<file path="src/rtl/omsp_clk_en_gen_if.sv">
// Peripheral bus bundle for omsp_clk_en_gen.
// Word-addressed, byte-write bus; per_we == 0 is a read.
interface omsp_clk_en_gen_if;
    logic [7:0]  per_addr;
    logic [15:0] per_din;
    logic        per_en;
    logic [1:0]  per_we;
    logic [15:0] per_dout;

    modport master (
        output per_addr, per_din, per_en, per_we,
        input  per_dout
    );

    modport slave (
        input  per_addr, per_din, per_en, per_we,
        output per_dout
    );
endinterface

</file>
<file path="src/rtl/omsp_clk_en_gen.sv">
// Multi-channel clock-enable generator with synchronized POR.
// Define OMSP_CLKGEN_LFXT_EN to build the LFXT source and SEL bit.
module omsp_clk_en_gen #(
    parameter int         NCH       = 2,
    parameter int         CNT_W     = 7,
    parameter logic [8:0] BASE_ADDR = 9'h070,
    parameter int         RST_SYNC  = 2
) (
    input  logic             mclk,
    input  logic             por_reset_a,
    input  logic             lfxt_clk,
    input  logic             oscoff,
    input  logic [NCH-1:0]   gate,
    omsp_clk_en_gen_if.slave per,
    output logic [NCH-1:0]   clk_en,
    output logic             por
);

`ifdef OMSP_CLKGEN_LFXT_EN
    localparam logic [4:0] CTL_MASK = 5'h1f;
`else
    localparam logic [4:0] CTL_MASK = 5'h17;
`endif
    localparam logic [7:0] BASE_W = BASE_ADDR[8:1];

    logic [NCH-1:0][4:0]       ctl_q, ctl_d;
    logic [NCH-1:0][CNT_W-1:0] cnt_q, cnt_d;
    logic [NCH-1:0][CNT_W-1:0] msk;
    logic [NCH-1:0]            clk_en_q, clk_en_d;
    logic [RST_SYNC-1:0]       por_s_q, por_s_d;
    logic [NCH-1:0]            hit;
    logic [NCH-1:0]            wr;
    logic [NCH-1:0]            src;
    logic [15:0]               dout;
    logic                      lfxt_tick;
    logic                      unused_din;

    assign unused_din = ^{per.per_din[15:13], per.per_din[7:5]};

`ifdef OMSP_CLKGEN_LFXT_EN
    logic [2:0] lfxt_s_q, lfxt_s_d;

    assign lfxt_s_d  = {lfxt_s_q[1:0], lfxt_clk};
    assign lfxt_tick = lfxt_s_q[1] & ~lfxt_s_q[2] & ~oscoff;

    always_ff @(posedge mclk or posedge por_reset_a) begin
        if (por_reset_a) lfxt_s_q <= '0;
        else             lfxt_s_q <= lfxt_s_d;
    end
`else
    logic unused_lfxt;

    assign unused_lfxt = lfxt_clk ^ oscoff;
    assign lfxt_tick   = 1'b0;
`endif

    always_comb begin
        hit = '0;
        wr  = '0;
        src = '0;
        for (int i = 0; i < NCH; i++) begin
            hit[i] = per.per_en & (per.per_addr == BASE_W + 8'(i / 2));
            wr[i]  = hit[i] & per.per_we[i % 2];
            src[i] = ctl_q[i][4] & ~gate[i]
                   & (ctl_q[i][3] ? lfxt_tick : 1'b1);
        end
    end

    // Low DIV bits of the count; bits past CNT_W do not exist, which clamps.
    always_comb begin
        msk = '0;
        for (int i = 0; i < NCH; i++)
            for (int b = 0; b < CNT_W; b++)
                if (b < int'(ctl_q[i][2:0])) msk[i][b] = 1'b1;
    end

    always_comb begin
        ctl_d    = ctl_q;
        cnt_d    = cnt_q;
        clk_en_d = '0;
        for (int i = 0; i < NCH; i++) begin
            if (wr[i]) begin
                ctl_d[i] = per.per_din[(i % 2) * 8 +: 5] & CTL_MASK;
                cnt_d[i] = '0;
            end else if (src[i]) begin
                clk_en_d[i] = (cnt_q[i] & msk[i]) == msk[i];
                if (|msk[i]) cnt_d[i] = cnt_q[i] + CNT_W'(1);
            end
        end
    end

    always_comb begin
        dout = '0;
        if (per.per_we == 2'b00)
            for (int i = 0; i < NCH; i++)
                if (hit[i]) dout[(i % 2) * 8 +: 8] = {3'b000, ctl_q[i]};
    end

    assign per.per_dout = dout;

    assign por_s_d = {por_s_q[RST_SYNC-2:0], 1'b0};

    always_ff @(posedge mclk or posedge por_reset_a) begin
        if (por_reset_a) begin
            ctl_q    <= {NCH{5'h10}};
            cnt_q    <= '0;
            clk_en_q <= '0;
            por_s_q  <= '1;
        end else begin
            ctl_q    <= ctl_d;
            cnt_q    <= cnt_d;
            clk_en_q <= clk_en_d;
            por_s_q  <= por_s_d;
        end
    end

    assign clk_en = clk_en_q;
    assign por    = por_s_q[RST_SYNC-1];

endmodule

</file>
<file path="src/flat_wrapper.sv">
// flat-port wrapper written by rule: the top's interface ports become plain ports
module omsp_clk_en_gen_flat 
#(
    parameter int         NCH       = 2,
    parameter int         CNT_W     = 7,
    parameter logic [8:0] BASE_ADDR = 9'h070,
    parameter int         RST_SYNC  = 2
)
  (mclk, por_reset_a, lfxt_clk, oscoff, gate, clk_en, por, per_per_addr, per_per_din, per_per_en, per_per_we, per_per_dout);
  omsp_clk_en_gen_if per_i ();
  input  logic mclk;
  input  logic por_reset_a;
  input  logic lfxt_clk;
  input  logic oscoff;
  input  logic [NCH-1:0] gate;
  output logic [NCH-1:0] clk_en;
  output logic por;
  input wire logic [$bits(per_i.per_addr)-1:0] per_per_addr;
  input wire logic [$bits(per_i.per_din)-1:0] per_per_din;
  input wire logic [$bits(per_i.per_en)-1:0] per_per_en;
  input wire logic [$bits(per_i.per_we)-1:0] per_per_we;
  output wire logic [$bits(per_i.per_dout)-1:0] per_per_dout;
  assign per_i.per_addr = per_per_addr;
  assign per_i.per_din = per_per_din;
  assign per_i.per_en = per_per_en;
  assign per_i.per_we = per_per_we;
  assign per_per_dout = per_i.per_dout;
  omsp_clk_en_gen #(.NCH(NCH), .CNT_W(CNT_W), .BASE_ADDR(BASE_ADDR), .RST_SYNC(RST_SYNC)) u_core (.mclk(mclk), .por_reset_a(por_reset_a), .lfxt_clk(lfxt_clk), .oscoff(oscoff), .gate(gate), .per(per_i), .clk_en(clk_en), .por(por));
endmodule
</file>
<file path="config.mk">
export PLATFORM = sky130hd
export DESIGN_NAME = omsp_clk_en_gen_flat
export DESIGN_NICKNAME = d
export VERILOG_FILES = /design/src/rtl/omsp_clk_en_gen_if.sv /design/src/rtl/omsp_clk_en_gen.sv /design/src/flat_wrapper.sv
export SDC_FILE = /design/constraint.sdc
export NUM_CORES = 1
export LEC_CHECK = 0
export CORE_ASPECT_RATIO = 1.75
export CORE_UTILIZATION = 30
export DETAILED_ROUTE_END_ITERATION = 10
export GPL_TIMING_DRIVEN = 0
export PLACE_DENSITY = 0.63
export SLEW_MARGIN = 10
export SYNTH_ARGS = -nofsm -noshare
export SYNTH_HDL_FRONTEND = slang
export SYNTH_SLANG_ARGS = --single-unit
</file>
<file path="constraint.sdc">
create_clock -name mclk -period 1.5 [get_ports mclk]
set_input_delay 0.3 -clock mclk [delete_from_list [all_inputs] [get_ports mclk]]
set_output_delay 0.3 -clock mclk [all_outputs]
set_load 0.02 [all_outputs]
</file>
==> run_summary.xml, run 1 <==
<?xml version="1.0" encoding="UTF-8"?>
<metrics>
  <group name="synth">
    <metric name="post_synth_main_area_contributors" unit="">sky130_fd_sc_hd__dfrtp_1 (38%), sky130_fd_sc_hd__dfstp_2 (7.2%), sky130_fd_sc_hd__xnor2_1 (7.2%), sky130_fd_sc_hd__nor2_1 (4.9%), sky130_fd_sc_hd__nor4b_4 (4.9%)</metric>
    <metric name="yosys_register_bits" unit="">26</metric>
    <metric name="synth-edff-count" unit="">0</metric>
    <metric name="netlist_area_pre_place" unit="um2">1450</metric>
    <metric name="yosys.cell_count.top_type" unit="">sky130_fd_sc_hd__dfrtp_1</metric>
    <metric name="yosys-top-cells-count" unit="">sky130_fd_sc_hd__dfrtp_1 (22), sky130_fd_sc_hd__nor2_1 (19), sky130_fd_sc_hd__xnor2_1 (12), sky130_fd_sc_hd__buf_4 (8), sky130_fd_sc_hd__nor3_1 (8)</metric>
    <metric name="netlist.top_cell.by_area" unit="">sky130_fd_sc_hd__dfrtp_1</metric>
    <metric name="synth-async-reset-ratio" unit="%">100</metric>
    <metric name="yosys.cell_types.count" unit="">28</metric>
    <metric name="synth_cells" unit="">136</metric>
    <metric name="ys_dominant_reg_cell" unit="">sky130_fd_sc_hd__dfrtp_1</metric>
    <metric name="synth.avg_cell_area" unit="um2">10.7</metric>
    <metric name="synth.yosys.warnings" unit="">0</metric>
    <metric name="synth_largest_type_area_fraction" unit="%">38.0</metric>
    <metric name="yosysSeqAreaShare" unit="%">45.2</metric>
  </group>
  <group name="critical_path">
    <metric name="crit_family" unit="">simple AND/OR/NAND/NOR gates</metric>
    <metric name="cp_slowest_stage_delay" unit="ps">440</metric>
    <metric name="timing.critical_path.cells" unit="">buf_6, nand2b_4, or4_4, nor2_4, and2_4, buf_6</metric>
    <metric name="crit_type" unit="">input pin to output pin</metric>
    <metric name="crit_path_frequent_cell" unit="">sky130_fd_sc_hd__buf_6</metric>
    <metric name="timing.critical_path.arrival" unit="ps">1440</metric>
    <metric name="worstPathMaxFanout" unit="">6</metric>
    <metric name="worst_setup_path_end_kind" unit="">output pin</metric>
    <metric name="critPathSlowestCell" unit="">sky130_fd_sc_hd__or4_4</metric>
    <metric name="crit_required" unit="ps">1200</metric>
    <metric name="worstPathBufferInverterCount" unit="">2</metric>
    <metric name="worstSetupStartpointType" unit="">input pin</metric>
  </group>
  <group name="clock_tree">
    <metric name="clock_sinks" unit="">26</metric>
    <metric name="cts_buffers" unit="">3</metric>
    <metric name="hold_buffers_post_cts" unit="">0</metric>
    <metric name="cts.root.buffer_cell" unit="">sky130_fd_sc_hd__clkbuf_8</metric>
    <metric name="cts-htree-levels" unit="">1</metric>
    <metric name="clock_tree.buffer_depth" unit="">2</metric>
    <metric name="tritoncts_clock_tree" unit="">done</metric>
    <metric name="worst_skew_pair.late_latency" unit="ps">270</metric>
    <metric name="clkSlewWorstSetupHoldPaths" unit="ps">100</metric>
  </group>
  <group name="die">
    <metric name="floorplan.initialDensity" unit="%">31.1</metric>
    <metric name="floorplan.die.width" unit="um">54.6</metric>
    <metric name="design.die.area" unit="um2">5130</metric>
    <metric name="placement_rows" unit="">33</metric>
    <metric name="core-area" unit="um2">4670</metric>
    <metric name="die_h" unit="um">94.0</metric>
    <metric name="ioPinCount" unit="">52</metric>
  </group>
  <group name="layout">
    <metric name="filler_cell_count" unit="">426</metric>
    <metric name="antenna-diode-count" unit="">0</metric>
    <metric name="areaGrowthSynthToFinish" unit="%">50.1</metric>
    <metric name="design.final.nets" unit="">228</metric>
    <metric name="final_core_util" unit="%">46.7</metric>
    <metric name="drive_gt1_share" unit="%">43.8</metric>
  </group>
  <group name="worst_hold_path">
    <metric name="hold_path.class" unit="">flop to flop</metric>
  </group>
  <group name="sta">
    <metric name="final-hold-violation-count" unit="">0</metric>
    <metric name="setup_ws" unit="ps">-241</metric>
    <metric name="finalSetupTns" unit="ps">-2970</metric>
    <metric name="grt_setup_unrepaired" unit="">true</metric>
    <metric name="skew" unit="ps">11.6</metric>
    <metric name="timing.fmax" unit="MHz">574</metric>
    <metric name="final_min_period_over_clock_period" unit="%">116</metric>
    <metric name="slew_headroom" unit="%">34.0</metric>
    <metric name="worstMarginPinSlew" unit="ps">988</metric>
    <metric name="maxSlewViolCount" unit="">0</metric>
    <metric name="period_minus_slack" unit="ps">1740</metric>
    <metric name="final-setup-viol-count" unit="">24</metric>
  </group>
  <group name="global_routing">
    <metric name="grt.busiest_layer" unit="">met2</metric>
    <metric name="grt_use_met3" unit="%">1.94</metric>
    <metric name="grt_util_met2" unit="%">26.1</metric>
    <metric name="grt_max_degree" unit="">27</metric>
    <metric name="grt_remaining_overflow" unit="">0</metric>
    <metric name="grt_pass1_vias" unit="">1173</metric>
    <metric name="grt_first_pass_wirelength" unit="mm">5.30</metric>
    <metric name="grt_antenna_before_repair" unit="">0</metric>
    <metric name="grt_usage" unit="%">14.0</metric>
    <metric name="grtUsageMet1" unit="%">15.5</metric>
  </group>
  <group name="drt">
    <metric name="final_antenna_net_count" unit="">0</metric>
    <metric name="post-route-drc-count" unit="">0</metric>
    <metric name="detail_route.first_pass.iterations" unit="">4</metric>
    <metric name="wirelength" unit="mm">3.20</metric>
    <metric name="dr_total_vias" unit="">1147</metric>
    <metric name="initialDrtViolationCount" unit="">21</metric>
    <metric name="routed_wire_length_per_instance" unit="um">13.1</metric>
    <metric name="via_per_inst" unit="">4.70</metric>
  </group>
  <group name="placed_design">
    <metric name="pre_cts_slack" unit="ps">-1300</metric>
    <metric name="post-dp-hpwl" unit="mm">2.26</metric>
    <metric name="io_buffer_count" unit="">33</metric>
    <metric name="finalWeightedCongestion" unit="">0.759</metric>
  </group>
  <group name="pwr">
    <metric name="post-layout-total-power" unit="W">0.00147</metric>
    <metric name="cellLeakagePower" unit="nW">0.955</metric>
    <metric name="ir_worst_vdd" unit="mV">0.403</metric>
    <metric name="power_density" unit="nW/um2">675</metric>
  </group>
  <group name="outcome">
    <metric name="status" unit="">finished, violations left</metric>
    <metric name="violated_checks" unit="">negative setup slack</metric>
  </group>
  <group name="job">
    <metric name="max_cap_violations" unit="">0</metric>
  </group>
</metrics>
## cell usage in the layout, fill, tap and decap left out, types with 2 or more instances in the layout
cell,n
sky130_fd_sc_hd__nor2_4,5
sky130_fd_sc_hd__nand3b_1,2
sky130_fd_sc_hd__nor3_4,2
sky130_fd_sc_hd__clkdlybuf4s50_1,11
sky130_fd_sc_hd__buf_4,17
sky130_fd_sc_hd__nor4_1,2
sky130_fd_sc_hd__mux2_4,8
sky130_fd_sc_hd__dfrtp_1,21
sky130_fd_sc_hd__a21oi_1,2
sky130_fd_sc_hd__inv_1,3
sky130_fd_sc_hd__buf_6,14
sky130_fd_sc_hd__nor3_2,3
sky130_fd_sc_hd__nand2b_1,3
sky130_fd_sc_hd__clkbuf_8,3
sky130_fd_sc_hd__or2_2,2
sky130_fd_sc_hd__nand2_1,7
sky130_fd_sc_hd__buf_2,3
sky130_fd_sc_hd__dlygate4sd2_1,4
sky130_fd_sc_hd__conb_1,9
sky130_fd_sc_hd__ha_1,2
sky130_fd_sc_hd__nor3_1,3
sky130_fd_sc_hd__nor2_2,2
sky130_fd_sc_hd__and2_4,6
sky130_fd_sc_hd__xnor2_1,12
sky130_fd_sc_hd__nor4b_4,3
sky130_fd_sc_hd__a221o_1,3
sky130_fd_sc_hd__nor4b_2,2
sky130_fd_sc_hd__clkbuf_2,2
sky130_fd_sc_hd__dfstp_2,4
sky130_fd_sc_hd__nand3_1,3
sky130_fd_sc_hd__nor2_1,12
sky130_fd_sc_hd__o21ai_0,5
## where the power goes
group	total, W	internal, W	leakage (nW)	switching (W)
combinational	0.000169	0.0000903	0.572	0.0000783
sequential	0.000728	0.000715	0.347	0.0000131
clock	0.000574	0.000357	0.0357	0.000217
## worst register-to-register path, delay by kind of cell (launching register included)
kind,cells,cell delay (ps)
xor gates and xnor gates,1,220
DFF,1,570
and+or+nand+nor,3,580
## worst paths after layout
path | start | end | slack, ps | cells after the start
worst min-delay path | u_core.por_s_q[0] | u_core.por_s_q[1] | 360 | 0
worst min register to register | u_core.por_s_q[0] | u_core.por_s_q[1] | 360 | 0
worst max register to register | u_core.ctl_q[9] | u_core.cnt_q[12] | 20 | 4
worst max-delay path | per_per_addr[7] | per_per_dout[10] | -240 | 6
max in group asynchronous | por_reset_a | u_core.cnt_q[0] | 290 | 2
min in group asynchronous | por_reset_a | u_core.cnt_q[3] | 550 | 2
## routing by layer
metal  vias up  part of all wire [%]
met5         -                     0
met3         4                   2.6
met1       547                    38
met2        28                    58
li1        568                     -
met4         0                   1.1
## area by class of cell
type	count	area (um2)	area share, %
clock buffer	3	41.3	1.90
timing repair buffer	44	415	19.1
multi-input combinational	105	875	40.2
sequential	26	657	30.2
clock inverter	1	30.0	1.38
tap	52	65.1	2.99
inverter	3	11.3	0.517
buffer	10	82.6	3.79
## timing repair
item,in CTS,in global routing
gates resized for setup,103,22
setup endpoints to repair,34,29
pin swaps,13,11
gates cloned,0,0
setup buffers,10,1
## per-stage QoR
stage	hold WS (ps)	std cells	instance area, um2
finish	362	244	2180
detailed placement	349	229	1900
CTS	363	243	2110
global route	365	244	2180
floorplan	337	144	1500
global placement	346	229	1900
## logic make-up after synthesis
kind of cell    count (synthesis)  synth area share (%)
mux                             8                  7.25
other cells                     1                 0.259
compound gates                 13                  5.95
simple gates                   61                  25.9
fa+ha+maj                       2                  1.73
buf+inv                        13                  6.47
xor+xnor                       12                  7.25
flops                          26                  45.2
## flip-flops by register name, indices dropped and copies added (netlist names)
| signal | cells |
|---|---|
| u_core.ctl_q | 8 |
| u_core.clk_en | 2 |
| u_core.cnt_q | 14 |
| u_core.por_s_q | 2 |
Note: power is estimated with default switching activity, not from simulation.
==> run 2, diff against run 1 <==
--- a/config.mk
+++ b/config.mk
@@ -10,6 +10,7 @@
 export DETAILED_ROUTE_END_ITERATION = 10
 export GPL_TIMING_DRIVEN = 0
 export PLACE_DENSITY = 0.63
+export SKIP_LAST_GASP = 1
 export SLEW_MARGIN = 10
 export SYNTH_ARGS = -nofsm -noshare
 export SYNTH_HDL_FRONTEND = slang
==> results of run 2 <==
The final DEF is identical to that of run 1; final timing and power are the same.
